**src/rtl/sort_array_mem_if.sv**
```systemverilog
// Read/write memory bus between the sort datapath (master) and the array memory (slave).
// Carries the AR/R and AW/W/B channels plus the current array size used for bounds checking.
interface sort_array_mem_if #(
    parameter int ADDR_WDTH = 4,
    parameter int DATA_WDTH = 32,
    parameter int RESP_WDTH = 1
);
    logic [ADDR_WDTH-1:0] arr_size;
    logic                 ar_valid;
    logic                 ar_ready;
    logic [ADDR_WDTH-1:0] ar_address;
    logic                 r_valid;
    logic                 r_ready;
    logic [DATA_WDTH-1:0] r_data;
    logic [RESP_WDTH-1:0] r_resp;
    logic                 aw_valid;
    logic                 aw_ready;
    logic [ADDR_WDTH-1:0] aw_address;
    logic                 w_valid;
    logic                 w_ready;
    logic [DATA_WDTH-1:0] w_data;
    logic                 b_valid;
    logic                 b_ready;
    logic [RESP_WDTH-1:0] b_resp;

    modport master (
        output arr_size, ar_valid, ar_address, r_ready,
               aw_valid, aw_address, w_valid, w_data, b_ready,
        input  ar_ready, r_valid, r_data, r_resp, aw_ready, w_ready, b_valid, b_resp
    );

    modport slave (
        input  arr_size, ar_valid, ar_address, r_ready,
               aw_valid, aw_address, w_valid, w_data, b_ready,
        output ar_ready, r_valid, r_data, r_resp, aw_ready, w_ready, b_valid, b_resp
    );
endinterface

```
**src/rtl/sort_array_mem.sv**
```systemverilog
// Array memory responder for the sort datapath: single-beat reads and writes with independent FSMs.
// Define MEM_BOUNDS_CHECK_EN to flag accesses at or beyond arr_size as errors.
module sort_array_mem #(
    parameter int ADDR_WDTH = 4,
    parameter int DATA_WDTH = 32,
    parameter int RESP_WDTH = 1
) (
    input logic             clk,
    input logic             rst,
    sort_array_mem_if.slave bus
);
    localparam int DEPTH = 2 ** ADDR_WDTH;

    typedef enum logic {RD_IDLE, RD_RESP} rd_state_t;
    typedef enum logic [1:0] {WR_IDLE, WR_HAVE_AW, WR_HAVE_W, WR_RESP} wr_state_t;

    rd_state_t            rd_state;
    wr_state_t            wr_state;
    logic [DATA_WDTH-1:0] mem [DEPTH];
    logic [ADDR_WDTH-1:0] aw_addr_q;
    logic                 aw_err_q;
    logic [DATA_WDTH-1:0] w_data_q;

    logic ar_hs, aw_hs, w_hs;
    logic ar_oob, aw_oob;
    assign ar_hs = bus.ar_valid & bus.ar_ready;
    assign aw_hs = bus.aw_valid & bus.aw_ready;
    assign w_hs  = bus.w_valid  & bus.w_ready;

`ifdef MEM_BOUNDS_CHECK_EN
    assign ar_oob = bus.ar_address >= bus.arr_size;
    assign aw_oob = bus.aw_address >= bus.arr_size;
`else
    logic unused_arr_size;
    assign unused_arr_size = ^bus.arr_size;
    assign ar_oob = 1'b0;
    assign aw_oob = 1'b0;
`endif

    // Commit happens once both halves of the write are present, whichever came first.
    logic                 commit_en;
    logic [ADDR_WDTH-1:0] commit_addr;
    logic [DATA_WDTH-1:0] commit_data;
    logic                 commit_err;

    always_comb begin
        commit_en   = 1'b0;
        commit_addr = bus.aw_address;
        commit_data = bus.w_data;
        commit_err  = aw_oob;
        case (wr_state)
            WR_IDLE:    commit_en = aw_hs & w_hs;
            WR_HAVE_AW: begin
                commit_en   = w_hs;
                commit_addr = aw_addr_q;
                commit_err  = aw_err_q;
            end
            WR_HAVE_W:  begin
                commit_en   = aw_hs;
                commit_data = w_data_q;
            end
            default:    commit_en = 1'b0;
        endcase
    end

    always_ff @(posedge clk or posedge rst) begin
        if (rst) begin
            wr_state     <= WR_IDLE;
            bus.aw_ready <= 1'b1;
            bus.w_ready  <= 1'b1;
            bus.b_valid  <= 1'b0;
            bus.b_resp   <= '0;
            aw_addr_q    <= '0;
            aw_err_q     <= 1'b0;
            w_data_q     <= '0;
            for (int i = 0; i < DEPTH; i++) mem[i] <= '0;
        end else if (commit_en) begin
            if (!commit_err) mem[commit_addr] <= commit_data;
            wr_state     <= WR_RESP;
            bus.aw_ready <= 1'b0;
            bus.w_ready  <= 1'b0;
            bus.b_valid  <= 1'b1;
            bus.b_resp   <= RESP_WDTH'(commit_err);
        end else begin
            case (wr_state)
                WR_IDLE: begin
                    if (aw_hs) begin
                        aw_addr_q    <= bus.aw_address;
                        aw_err_q     <= aw_oob;
                        bus.aw_ready <= 1'b0;
                        wr_state     <= WR_HAVE_AW;
                    end else if (w_hs) begin
                        w_data_q    <= bus.w_data;
                        bus.w_ready <= 1'b0;
                        wr_state    <= WR_HAVE_W;
                    end
                end
                WR_RESP: begin
                    if (bus.b_ready) begin
                        bus.b_valid  <= 1'b0;
                        bus.aw_ready <= 1'b1;
                        bus.w_ready  <= 1'b1;
                        wr_state     <= WR_IDLE;
                    end
                end
                default: ;
            endcase
        end
    end

    // Reading mem with the pre-edge value makes a same-edge read/write return old data.
    always_ff @(posedge clk or posedge rst) begin
        if (rst) begin
            rd_state     <= RD_IDLE;
            bus.ar_ready <= 1'b1;
            bus.r_valid  <= 1'b0;
            bus.r_data   <= '0;
            bus.r_resp   <= '0;
        end else begin
            case (rd_state)
                RD_IDLE: begin
                    if (ar_hs) begin
                        bus.r_data   <= ar_oob ? '0 : mem[bus.ar_address];
                        bus.r_resp   <= RESP_WDTH'(ar_oob);
                        bus.r_valid  <= 1'b1;
                        bus.ar_ready <= 1'b0;
                        rd_state     <= RD_RESP;
                    end
                end
                RD_RESP: begin
                    if (bus.r_ready) begin
                        bus.r_valid  <= 1'b0;
                        bus.ar_ready <= 1'b1;
                        rd_state     <= RD_IDLE;
                    end
                end
                default: rd_state <= RD_IDLE;
            endcase
        end
    end
endmodule

```
**src/flat_wrapper.sv**
```systemverilog
// flat-port wrapper written by rule: the top's interface ports become plain ports
module sort_array_mem_flat 
#(
    parameter int ADDR_WDTH = 4,
    parameter int DATA_WDTH = 32,
    parameter int RESP_WDTH = 1
)
  (clk, rst, bus_arr_size, bus_ar_valid, bus_ar_address, bus_r_ready, bus_aw_valid, bus_aw_address, bus_w_valid, bus_w_data, bus_b_ready, bus_ar_ready, bus_r_valid, bus_r_data, bus_r_resp, bus_aw_ready, bus_w_ready, bus_b_valid, bus_b_resp);
  sort_array_mem_if #(.ADDR_WDTH(ADDR_WDTH), .DATA_WDTH(DATA_WDTH), .RESP_WDTH(RESP_WDTH)) bus_i ();
  input logic clk;
  input logic rst;
  input wire logic [$bits(bus_i.arr_size)-1:0] bus_arr_size;
  input wire logic [$bits(bus_i.ar_valid)-1:0] bus_ar_valid;
  input wire logic [$bits(bus_i.ar_address)-1:0] bus_ar_address;
  input wire logic [$bits(bus_i.r_ready)-1:0] bus_r_ready;
  input wire logic [$bits(bus_i.aw_valid)-1:0] bus_aw_valid;
  input wire logic [$bits(bus_i.aw_address)-1:0] bus_aw_address;
  input wire logic [$bits(bus_i.w_valid)-1:0] bus_w_valid;
  input wire logic [$bits(bus_i.w_data)-1:0] bus_w_data;
  input wire logic [$bits(bus_i.b_ready)-1:0] bus_b_ready;
  output wire logic [$bits(bus_i.ar_ready)-1:0] bus_ar_ready;
  output wire logic [$bits(bus_i.r_valid)-1:0] bus_r_valid;
  output wire logic [$bits(bus_i.r_data)-1:0] bus_r_data;
  output wire logic [$bits(bus_i.r_resp)-1:0] bus_r_resp;
  output wire logic [$bits(bus_i.aw_ready)-1:0] bus_aw_ready;
  output wire logic [$bits(bus_i.w_ready)-1:0] bus_w_ready;
  output wire logic [$bits(bus_i.b_valid)-1:0] bus_b_valid;
  output wire logic [$bits(bus_i.b_resp)-1:0] bus_b_resp;
  assign bus_i.arr_size = bus_arr_size;
  assign bus_i.ar_valid = bus_ar_valid;
  assign bus_i.ar_address = bus_ar_address;
  assign bus_i.r_ready = bus_r_ready;
  assign bus_i.aw_valid = bus_aw_valid;
  assign bus_i.aw_address = bus_aw_address;
  assign bus_i.w_valid = bus_w_valid;
  assign bus_i.w_data = bus_w_data;
  assign bus_i.b_ready = bus_b_ready;
  assign bus_ar_ready = bus_i.ar_ready;
  assign bus_r_valid = bus_i.r_valid;
  assign bus_r_data = bus_i.r_data;
  assign bus_r_resp = bus_i.r_resp;
  assign bus_aw_ready = bus_i.aw_ready;
  assign bus_w_ready = bus_i.w_ready;
  assign bus_b_valid = bus_i.b_valid;
  assign bus_b_resp = bus_i.b_resp;
  sort_array_mem #(.ADDR_WDTH(ADDR_WDTH), .DATA_WDTH(DATA_WDTH), .RESP_WDTH(RESP_WDTH)) u_core (.clk(clk), .rst(rst), .bus(bus_i));
endmodule
```
**config.mk**
```make
export PLATFORM = sky130hd
export DESIGN_NAME = sort_array_mem_flat
export DESIGN_NICKNAME = d
export VERILOG_FILES = /design/src/rtl/sort_array_mem_if.sv /design/src/rtl/sort_array_mem.sv /design/src/flat_wrapper.sv
export SDC_FILE = /design/constraint.sdc
export NUM_CORES = 1
export LEC_CHECK = 0
export CAP_MARGIN = 25
export CELL_PAD_IN_SITES_DETAIL_PLACEMENT = 0
export CELL_PAD_IN_SITES_GLOBAL_PLACEMENT = 1
export CORE_ASPECT_RATIO = 0.9
export CORE_MARGIN = 2
export CORE_UTILIZATION = 44
export DETAILED_ROUTE_END_ITERATION = 8
export PLACE_DENSITY_LB_ADDON = 0.15
export SETUP_SLACK_MARGIN = 0.05
export SLEW_MARGIN = 25
export SYNTH_ARGS = -nofsm -noshare
export SYNTH_HDL_FRONTEND = slang
export SYNTH_SLANG_ARGS = --single-unit
```
**constraint.sdc**
```tcl
create_clock -name clk -period 21.6 [get_ports clk]
set_input_delay 5.4 -clock clk [delete_from_list [all_inputs] [get_ports clk]]
set_output_delay 5.4 -clock clk [all_outputs]
set_load 0.02 [all_outputs]
```
After elaboration in Yosys (flattened, before gate mapping)
Cells that the tools add are included.
- order comparisons: 3
- eq/ne operators: 10
- muxes and demuxes: 34
- bitwise operators: 9
- reduce and logical (&&, ||, !) cells: 13
- operator list (operator ; count):
    512-bit bitwise mux ; 1
    32-bit binary-select mux with 4-bit select ; 1
    32-bit demux with 4-bit select ; 1
    32-bit two-way mux ; 4
    1-bit two-way mux ; 15
    5-bit >= comparator, second input constant ; 2
    4-bit NOT with 5-bit output ; 2
    1-bit case mux with 2 select lines ; 5
    3-bit AND reduction ; 3
    2-bit two-way mux ; 4
    4-bit AND reduction ; 2
    3-bit by 1-bit != test with 1-bit output, second input constant ; 2
    2-bit AND reduction ; 3
    5-bit by 1-bit less-than comparator with 1-bit output, second input constant ; 1
    1-bit bitwise AND ; 4
    2-bit == test, second input constant ; 2
    4-bit two-way mux ; 1
    4-bit by 1-bit != test with 1-bit output, second input constant ; 1
    2-bit case mux with 2 select lines ; 1
    2-bit nonzero test ; 2
    3-bit by 2-bit != test with 1-bit output, second input constant ; 1
    3-bit != test, second input constant ; 1
    1-bit NOT ; 3
    1-bit case mux with 3 select lines ; 1
    other kinds (6) ; 6
- bits in registers: 588
- bits of input ports: 51
- output and inout bits: 39
- word-level logic and storage cells: 95

Logic depth before layout (Yosys ltp)
Gate-level depths: netlist (run 1).
- word-level depth: 8
- gate-level depth with buffers: 11

Least setup slack after synthesis (run 1)
Ideal clock, no wire load.
- kind: input port to flip-flop
- start: input bus_w_valid
- end: register u_core.mem[289] (netlist bit)
- data arrival time: 6.726 ns
- required time: 21.461 ns
- slack: 14.735 ns
- stages: 7
- buffers on the path: 2
- path through: nand2_1 > o211a_4 > or4b_1 > buf_2 > buf_2 > nand2_1 > o21ai_0
- longest elaborated chain between the ends: 3
- ends and longest elaborated chain (element ; RTL line ; source):
    from (decl) ; flat_wrapper.sv:18 ; input wire logic [$bits(bus_i.w_valid)-1:0] bus_w_valid;
    1-bit bitwise AND * ; sort_array_mem.sv:28 ; assign w_hs = bus.w_valid & bus.w_ready;
    1-bit bitwise AND ; sort_array_mem.sv:52 ; WR_IDLE: commit_en = aw_hs & w_hs;
    1-bit case mux with 3 select lines * ; sort_array_mem.sv:51 ; case (wr_state)
    to (signal, indexed assignment) ; sort_array_mem.sv:78 ; if (!commit_err) mem[commit_addr] <= commit_data;
    to (decl) ; sort_array_mem.sv:19 ; logic [DATA_WDTH-1:0] mem [DEPTH];
Every way passes the cells marked *; elsewhere a longest branch is shown, timed or not.
A chain may end at the register's enable or synchronous reset.

==> results of run 1 <==
## sequential cells by signal, summed over array words and instances, names as in the netlist
| name | count |
|---|---|
| u_core.mem | 512 |
| u_core.bus.r_data | 32 |
| u_core.w_data_q | 32 |
| u_core.aw_addr_q | 4 |
| u_core.wr_state | 2 |
| u_core.bus.ar_ready | 1 |
| u_core.bus.aw_ready | 1 |
| u_core.bus.b_valid | 1 |
| u_core.bus.r_valid | 1 |
| u_core.bus.w_ready | 1 |
| u_core.rd_state | 1 |
## power by group
| part | internal [W] | total (W) | leakage (nW) | switching [W] |
|---|---|---|---|---|
| Sequential | 0.00114 | 0.00117 | 8.13 | 0.0000291 |
| Clock | 0.000647 | 0.00109 | 1.04 | 0.000439 |
| Combinational | 0.000103 | 0.000250 | 3.74 | 0.000147 |
| Total | 0.00189 | 0.00250 | 12.9 | 0.000615 |
## critical path, stage by stage
cell and delay, ns:
clkdlybuf4s50_1 0.44, clkinvlp_4 0.48, buf_4 0.80, buf_6 0.63, buf_6 0.65
## logic make-up after synthesis
logic type                 count (synthesis)  share of synthesized area, %
and+or+nand+nor                          680                          10.8
adders and majority gates                  5                         0.245
buffers and inverters                    216                          3.86
other                                      1                        0.0147
muxes                                    263                          13.5
AOI/OAI and AO/OA                        656                          14.0
DFF                                      588                          57.6
## final cells by class
| class | instances | area [µm²] | share of cell area, % |
|---|---|---|---|
| well taps | 765 | 957 | 3.29 |
| inverters | 9 | 37.5 | 0.129 |
| clock buffers | 100 | 1910 | 6.54 |
| flip-flops and latches | 588 | 14700 | 50.5 |
| clock inverters | 15 | 190 | 0.653 |
| repair buffers | 128 | 1250 | 4.31 |
| multi-input cells | 1606 | 10100 | 34.5 |
## placed cells by master (no fill, tap or decap), types with 7 or more instances in the layout
cell type / Yosys / final
inv_1: 9 / 8
o21ai_1: 60 / 59
nand2_1: 451 / 451
nand3_1: 7 / 7
a22oi_1: 64 / 64
a31oi_1: 31 / 31
nand4_1: 25 / 25
mux2i_2: 0 / 27
clkinv_2: 0 / 7
dfrtp_1: 585 / 585
a21oi_1: 152 / 152
clkbuf_8: 0 / 19
clkbuf_16: 0 / 63
nand3b_1: 8 / 8
mux4_2: 62 / 62
nor2_1: 167 / 165
mux2_2: 37 / 37
clkdlybuf4s50_1: 0 / 80
clkbuf_1: 113 / 18
mux2i_1: 164 / 137
o21ai_0: 333 / 333
buf_4: 12 / 38
## through the flow
stage	setup WS (ns)	util (%)	cells	hold slack, ns	cell area (µm²)
detailed placement	12.27	47.1	3095	0.454	27000
floorplan	8.19	-	2410	0.433	25600
finish	13.65	50.9	3211	0.463	29100
CTS	12.96	50.8	3210	0.460	29100
global placement	12.37	46.9	3092	0.451	26800
global route	13.16	50.9	3211	0.486	29100
## synth_stat cells, types with 2 or more instances
| library cell | count | share of area (%) |
|---|---|---|
| a21oi_1 | 152 | 3.0 |
| a22o_1 | 2 | 0.069 |
| a22oi_1 | 64 | 1.9 |
| a31oi_1 | 31 | 0.76 |
| and2_1 | 3 | 0.073 |
| buf_1 | 7 | 0.10 |
| buf_2 | 69 | 1.4 |
| buf_4 | 12 | 0.35 |
| buf_6 | 6 | 0.26 |
| clkbuf_1 | 113 | 1.7 |
| dfrtp_1 | 585 | 57 |
| dfstp_2 | 3 | 0.31 |
| ha_1 | 5 | 0.24 |
| inv_1 | 9 | 0.13 |
| mux2_2 | 37 | 1.6 |
| mux2i_1 | 164 | 6.4 |
| mux4_2 | 62 | 5.5 |
| nand2_1 | 451 | 6.6 |
| nand2b_1 | 2 | 0.049 |
| nand3_1 | 7 | 0.14 |
| nand3b_1 | 8 | 0.24 |
| nand4_1 | 25 | 0.61 |
| nor2_1 | 167 | 2.5 |
| nor2b_1 | 5 | 0.12 |
| nor3b_1 | 2 | 0.059 |
| nor4_4 | 2 | 0.17 |
| o2111ai_1 | 3 | 0.10 |
| o21ai_0 | 333 | 6.5 |
| o21ai_1 | 60 | 1.2 |
| o22a_1 | 2 | 0.069 |
| o32ai_2 | 2 | 0.13 |
| or4b_1 | 3 | 0.12 |
## layer usage
layer | wire, µm | vias up
li1 | - | 8376
met1 | 30600 | 8938
met2 | 32100 | 404
met3 | 3160 | 115
met4 | 1710 | 0
met5 | 0 | -
## worst min-delay path by stage
stage / slack [ns] / to / cells after the start
after floorplan: 0.43 / u_core.bus.r_valid$_DFFE_PP0P_ / 1
after global placement: 0.45 / u_core.bus.r_valid$_DFFE_PP0P_ / 1
after detailed placement: 0.45 / u_core.bus.r_valid$_DFFE_PP0P_ / 1
after CTS: 0.46 / u_core.bus.r_valid$_DFFE_PP0P_ / 1
after global routing: 0.49 / u_core.bus.r_valid$_DFFE_PP0P_ / 1
final: 0.46 / u_core.bus.r_valid$_DFFE_PP0P_ / 1
==> impl_metrics.yaml, run 1 <==
critical_path:
  startpoint: "rst"
  r2r_slack_ns: 18.33
  r2r_start: "u_core.wr_state[1]$_DFFE_PP0P_"
  reg2reg_to: "u_core.mem[267]$_DFFE_PP0P_"
  worstPathRequired_ns: 22.27
  endpoint_kind: "asynchronous set/reset pin"
  worstRegToRegCells: 8
  worst-path-max-fanout: 83
  crit_type: "in2async"
  cp.arrival_ns: 8.62
  crit_end: "u_core.w_data_q[4]$_DFFE_PP0P_"
  startpoint_type: "input pin"
global_routing:
  grt_pass1_wl_mm: 104
  antenna_found_initial: 0
  track_usage_pct: 23.0
  grt_max_degree: 184
  grt.busiest_layer: "met2"
  grt_pass1_vias: 17200
  globalRoute.totalOverflow: 0
  met1_usage_pct: 32.1
  met2_usage_pct: 37.7
  use_met3_pct: 2.88
place:
  hpwl_mm: 36.0
  io_buffers: 83
  gp_congestion: 0.729
drt:
  drt_iter0_drc: 1237
  ant_nets: 0
  wl_per_cell_um: 21.0
  wl_mm: 67.6
  drc: 0
  vias: 17800
  via_per_inst: 5.55
  dr.pass1.iters: 5
sta:
  period_share_pct: 36.8
  rsz0062_at_grt: "no"
  slew_viol_final: 0
  setup_viol: 0
  maxSlewHeadroom_pct: 34.2
  max_freq_mhz: 126
  tightest_slew_ns: 0.987
  finClkSkew_ns: 0.0218
  tns_ns: 0
  fin_crit_ns: 7.95
  final_hold_viol_count: 0
yosys:
  synth_edf_count: 0
  ys.flop_type: "dfrtp_1"
  synth.distinct_cells: 45
  syn_inst: 2409
  ys_ff_latch: 588
  seq_area_frac_synth_pct: 57.6
  syn_area_per_cell_um2: 10.6
  synth-async-reset-ratio_pct: 100
  yosys_warnings: 0
  netlist_area_um2: 25500
clock_network:
  post_cts_resized: 0
  cts_tree: "yes"
  post_cts_buffers: 0
  clk-insertion-delay-late_ns: 0.63
  cts_hold_buf: 0
  cts_num_sinks: 588
  clockBufferDepth: 3
  clk_pin_slew_ns: 0.06
  htreeDepth: 2
  cts_root_buf: "clkbuf_16"
  cts-buffers-inserted: 61
final_layout:
  area_growth_pct: 14.0
  fillers: 5084
  drive_gt1_share_pct: 12.2
  nets: 2450
  antennaDiodeCount: 0
worst_hold_path:
  hold_path_startpoint: "u_core.rd_state$_DFF_PP0_"
  worstHoldPathType: "reg2reg"
power:
  cellPowerDensity_nw_per_um2: 85.9
  vdd_drop_max_v: 0.0000562
  p_total_w: 0.00250
  leakage_nw: 12.9
die:
  fp.dieW_um: 258
  fp.dieH_um: 233
  dieArea_um2: 60000
  io_pins: 90
  initial_core_util_pct: 44.6
  rows: 83
  core_um2: 57200
flow_run:
  cap_viol_max_count: 0
status:
  outcome: "completed"
No activity file was read; power rests on OpenSTA's default activity.
==> run 2, diff against run 1 <==
==> constraint.sdc (replaced) <==
create_clock -name clk -period 6.9 [get_ports clk]
set_input_delay 1.725 -clock clk [delete_from_list [all_inputs] [get_ports clk]]
set_output_delay 1.725 -clock clk [all_outputs]
set_load 0.02 [all_outputs]
==> run 2 against run 1 <==
Sequential share of layout area is essentially flat. Clock power grew to 3.1 times the previous value. Largest cell class unchanged. Sequential cell count is the same. Design area is essentially flat. Combinational power grew to 3.1 times the previous value. First-iteration DRC count grew 3.4%. Count of clock-buffer cells in the layout grew 1.
==> impl_metrics.yaml, run 2 (synthesis gave the netlist of run 1 again) <==
clock_network:
  cts_tree: "yes"
  cts_root_buf: "clkbuf_16"
  cts-buffers-inserted: 66
  clk-insertion-delay-late_ns: 0.59
  post_cts_resized: 0
  cts_num_sinks: 588
  clockBufferDepth: 3
  post_cts_buffers: 0
  clk_pin_slew_ns: 0.06
  cts_hold_buf: 0
  htreeDepth: 3
drt:
  dr.pass1.iters: 6
  wl_per_cell_um: 20.9
  wl_met2_mm: 32.3
  drc: 0
  ant_nets: 0
  drt_iter0_drc: 1279
  wl_met3_mm: 3.30
  vias: 17600
  drt-met1-wl_mm: 29.9
  highest_layer: "met4"
  via_per_inst: 5.49
  wl_mm: 67.0
die:
  initial_core_util_pct: 44.6
  io_pins: 90
  rows: 83
  fp.dieH_um: 233
  fp.dieW_um: 258
  core_um2: 57200
  dieArea_um2: 60000
global_routing:
  globalRoute.totalOverflow: 0
  grt_pass1_wl_mm: 104
  antenna_found_initial: 0
  grt_max_degree: 167
  grt_pass1_vias: 17400
  track_usage_pct: 22.9
critical_path:
  worst-path-max-fanout: 18
  startpoint_type: "input pin"
  worstRegToRegCells: 7
  cp.arrival_ns: 4.23
  endpoint_kind: "register"
  worstPathRequired_ns: 7.36
  r2r_slack_ns: 3.64
  reg2reg_to: "u_core.w_data_q[11]$_DFFE_PP0P_"
  crit_type: "in2reg"
  r2r_start: "u_core.wr_state[1]$_DFFE_PP0P_"
final_layout:
  mostFrequentLayoutCells: "dfrtp_1, nand2_1, o21ai_0, nor2_1, a21oi_1"
  antennaDiodeCount: 0
  instances_no_fill: 3206
  reg.largest.list: "u_core.mem: 512 flops, u_core.bus.r_data: 32 flops, u_core.w_data_q: 32 flops"
  nets: 2456
  final_common_cell: "dfrtp_1"
  top_register: "u_core.mem"
  largest_reg_flops: 512
  area_growth_pct: 13.9
  design_area_um2: 29100
  drive_gt1_share_pct: 11.9
  fin_util_pct: 50.8
place:
  hpwl_mm: 35.6
  dp_cells: 3097
  placed_area_um2: 27000
  gp_congestion: 0.724
  io_buffers: 83
sta:
  maxSlewHeadroom_pct: 28.6
  fin_crit_ns: 3.77
  tightest_slew_ns: 1.07
  period_share_pct: 54.6
  max_freq_mhz: 265
  final_hold_viol_count: 0
  rsz0062_at_grt: "no"
  setup_viol: 0
  slew_viol_final: 0
  finClkSkew_ns: 0.0192
worst_hold_path:
  worstHoldPathType: "reg2reg"
  min_path_cells: 2
  hold_end: "u_core.mem[142]$_DFFE_PP0P_"
  hold_path_startpoint: "u_core.mem[142]$_DFFE_PP0P_"
power:
  leakage_nw: 12.9
  vdd_drop_max_v: 0.000149
  cellPowerDensity_nw_per_um2: 269
status:
  outcome: "completed"
flow_run:
  cap_viol_max_count: 0
-- run 2: layout make-up --
| type | count | area, µm² |
|---|---|---|
| Clock buffer | 101 | 2030 |
| Clock inverter | 8 | 46.3 |
| Fill cell | 5113 | 28100 |
| Inverter | 9 | 37.5 |
| Multi-Input combinational cell | 1606 | 10000 |
| Sequential cell | 588 | 14700 |
| Tap cell | 765 | 957 |
| Timing Repair Buffer | 129 | 1260 |
-- run 2: report_power, final --
part	leakage (nW)	total, W	internal [W]	switching (W)
registers	8.13	0.00365	0.00356	0.0000902
logic	3.75	0.000779	0.000320	0.000459
clock network	1.03	0.00339	0.00202	0.00137
total	12.9	0.00782	0.00590	0.00192
-- run 2: worst max-delay path, stage by stage --
cell,delay [ns]
clkdlybuf4s50_1,0.51
nand3_1,0.14
and2_1,0.24
o21ai_4,0.68
buf_4,0.51
mux2_2,0.39
-- run 2: worst max-delay path by stage --
stage,start,to,slack (ns),depth (start not counted)
after floorplan,rst,u_core.aw_addr_q[0]$_DFFE_PP0P_,-2.84,1
after global placement,bus_aw_address[0],u_core.mem[207]$_DFFE_PP0P_,2.14,7
after detailed placement,bus_aw_valid,u_core.w_data_q[11]$_DFFE_PP0P_,2.50,6
after CTS,bus_aw_valid,u_core.w_data_q[11]$_DFFE_PP0P_,3.13,6
after global routing,bus_aw_valid,u_core.w_data_q[11]$_DFFE_PP0P_,3.03,6
final,bus_aw_valid,u_core.w_data_q[11]$_DFFE_PP0P_,3.13,6
-- run 2: layer usage --
| layer | up-vias | track usage, % |
|---|---|---|
| met5 | - | 0 |
| met4 | 0 | 6.14 |
| met3 | 99 | 4.17 |
| met2 | 371 | 38.2 |
| met1 | 8769 | 31.1 |
| li1 | 8355 | - |
-- run 2: through the flow --
stage	total power, W	hold slack (ns)	worst slack, ns	TNS, ns
after CTS	0.00793	0.478	3.13	0
after floorplan	0.00410	0.433	-2.84	-1661.94
after global placement	0.00449	0.441	2.14	0
after global routing	0.00812	0.490	3.03	0
final	0.00782	0.473	3.13	0
after detailed placement	0.00450	0.466	2.50	0
==> run 3, diff against run 2 <==
--- a/config.mk
+++ b/config.mk
@@ -10,7 +10,7 @@
 export CELL_PAD_IN_SITES_GLOBAL_PLACEMENT = 1
 export CORE_ASPECT_RATIO = 0.9
 export CORE_MARGIN = 2
-export CORE_UTILIZATION = 44
+export CORE_UTILIZATION = 45
 export DETAILED_ROUTE_END_ITERATION = 8
 export PLACE_DENSITY_LB_ADDON = 0.15
 export SETUP_SLACK_MARGIN = 0.05
==> constraint.sdc (replaced) <==
create_clock -name clk -period 3.76 [get_ports clk]
set_input_delay 0.94 -clock clk [delete_from_list [all_inputs] [get_ports clk]]
set_output_delay 0.94 -clock clk [all_outputs]
set_load 0.02 [all_outputs]
==> run 3 against run 2 <==
Die area fell by 2.2%. Cell count rose by 1.5%. First-iteration DRC count fell by 5.0%. Global-route usage up 0.56 points. Count of clock-buffer cells in the layout down 7. Critical path type is now reg2reg. Wire length down 1.1%. Critical endpoint is now u_core.mem[44]$_DFFE_PP0P_. Setup slack lost 2.3 ns. Non-clock buffer count grew 53. Combinational power grew 91%. Clock power is 86% higher.
==> impl_metrics.yaml, run 3 (synthesis gave the netlist of run 1 again) <==
critical_path:
  worstPathRequired_ns: 4.22
  cp.arrival_ns: 3.37
  cp.buffers_inverters: 1
  endpoint_kind: "register"
  cp_slowest_cell: "or4b_4"
  r2r_slack_ns: 0.85
  crit_path_max_incr_delay_ns: 0.86
  worst-path-max-fanout: 64
  startpoint_type: "register"
  crit_family: "simple AND/OR/NAND/NOR gates"
  crit_chain: "inv_1, ha_1, nand3_1, o211a_4, or4b_4, nand2_1, o21ai_1"
  crit_type: "reg2reg"
clock_network:
  cts_hold_buf: 0
  cts_tree: "yes"
  clk-insertion-delay-late_ns: 0.62
  post_cts_resized: 0
  htreeDepth: 2
  cts_root_buf: "clkbuf_16"
  cts-buffers-inserted: 60
  clockBufferDepth: 3
  clk_pin_slew_ns: 0.06
  cts_num_sinks: 588
  post_cts_buffers: 0
final_layout:
  mostFrequentLayoutCells: "dfrtp_1, nand2_1, o21ai_0, nor2_1, mux2i_1"
  final_common_cell: "dfrtp_1"
  largest_reg_flops: 512
  nets: 2503
  reg.largest.list: "u_core.mem: 512 flops, u_core.bus.r_data: 32 flops, u_core.w_data_q: 32 flops"
  drive_gt1_share_pct: 13.3
  area_growth_pct: 16.2
  top_register: "u_core.mem"
  design_area_um2: 29700
  antennaDiodeCount: 0
  fillers: 4884
  fin_util_pct: 53.1
global_routing:
  grt_max_degree: 117
  antenna_found_initial: 0
  grt_pass1_vias: 18000
  globalRoute.totalOverflow: 0
  track_usage_pct: 23.5
  grt_pass1_wl_mm: 106
power:
  vdd_drop_max_v: 0.000358
  leakage_nw: 13.4
  cellPowerDensity_nw_per_um2: 488
drt:
  dr.pass1.iters: 7
  drc: 0
  wl_per_cell_um: 20.4
  ant_nets: 0
  vias: 17900
  wl_mm: 66.2
  drt_iter0_drc: 1215
  via_per_inst: 5.49
flow_run:
  cap_viol_max_count: 0
die:
  initial_core_util_pct: 45.7
  fp.dieH_um: 230
  dieArea_um2: 58700
  io_pins: 90
  core_um2: 55900
  rows: 82
  fp.dieW_um: 255
sta:
  setup_ws_ns: 0.855
  maxSlewHeadroom_pct: 41.5
  fin_crit_ns: 2.91
  final_hold_viol_count: 0
  finClkSkew_ns: 0.0171
  period_share_pct: 77.3
  tightest_slew_ns: 0.877
  slew_viol_final: 0
  max_freq_mhz: 344
  setup_viol: 0
  rsz0062_at_grt: "no"
worst_hold_path:
  worstHoldPathType: "reg2reg"
place:
  gp_congestion: 0.771
  place_ws_ns: 0.455
  io_buffers: 83
  placed_area_um2: 27600
  hpwl_mm: 38.4
status:
  outcome: "completed"
-- run 3: worst register-to-register path, delay by kind of cell, from the launching register on --
| kind | cells | cell delay, ns |
|---|---|---|
| AO/OA/AOI/OAI | 2 | 0.35 |
| adder cells (fa/ha/maj) | 1 | 0.52 |
| buffers and inverters | 1 | 0.10 |
| flip-flops | 1 | 0.43 |
| AND/OR/NAND/NOR | 3 | 1.34 |
-- run 3: area by class of cell --
type,instances,area (µm²),share of cell area [%]
clock buffer,94,1880,6.33
clock inverter,18,251,0.847
inverter,9,37.5,0.126
multi-input combinational,1606,9970,33.6
sequential,588,14700,49.6
tap,756,946,3.19
timing repair buffer,182,1900,6.39
-- run 3: through the flow --
stage,instances,power [W],TNS [ns],hold slack [ns]
6_report,3253,0.0145,0,0.473
4_1_cts,3253,0.0147,0,0.474
3_3_place_gp,3141,0.00830,0,0.450
5_1_grt,3253,0.0150,0,0.494
2_1_floorplan,2410,0.00753,-3046.68,0.433
3_5_place_dp,3141,0.00832,0,0.459
-- run 3: metal layers --
| layer | track usage (%) | vias to the layer above | routed length (µm) |
|---|---|---|---|
| met5 | 0 | - | 0 |
| li1 | - | 8470 | - |
| met2 | 38.5 | 357 | 31500 |
| met3 | 2.90 | 87 | 2800 |
| met4 | 5.28 | 0 | 1270 |
| met1 | 33.6 | 8950 | 30700 |
-- run 3: path summary, 6_finish.rpt --
kind,depth (start not counted),to,from
max in group asynchronous,4,u_core.bus.w_ready$_DFFE_PP1P_,rst
worst max-delay path,7,u_core.mem[44]$_DFFE_PP0P_,u_core.wr_state[1]$_DFFE_PP0P_
worst max register to register,7,u_core.mem[44]$_DFFE_PP0P_,u_core.wr_state[1]$_DFFE_PP0P_
worst min register to register,1,u_core.bus.r_valid$_DFFE_PP0P_,u_core.rd_state$_DFF_PP0_
min in group asynchronous,2,u_core.mem[374]$_DFFE_PP0P_,rst
worst min-delay path,1,u_core.bus.r_valid$_DFFE_PP0P_,u_core.rd_state$_DFF_PP0_
-- run 3: power breakdown --
group	internal, W	total [W]	switching (W)
sequential	0.00653	0.00668	0.000156
clock	0.00383	0.00631	0.00248
combinational	0.000636	0.00149	0.000858
total	0.0110	0.0145	0.00350
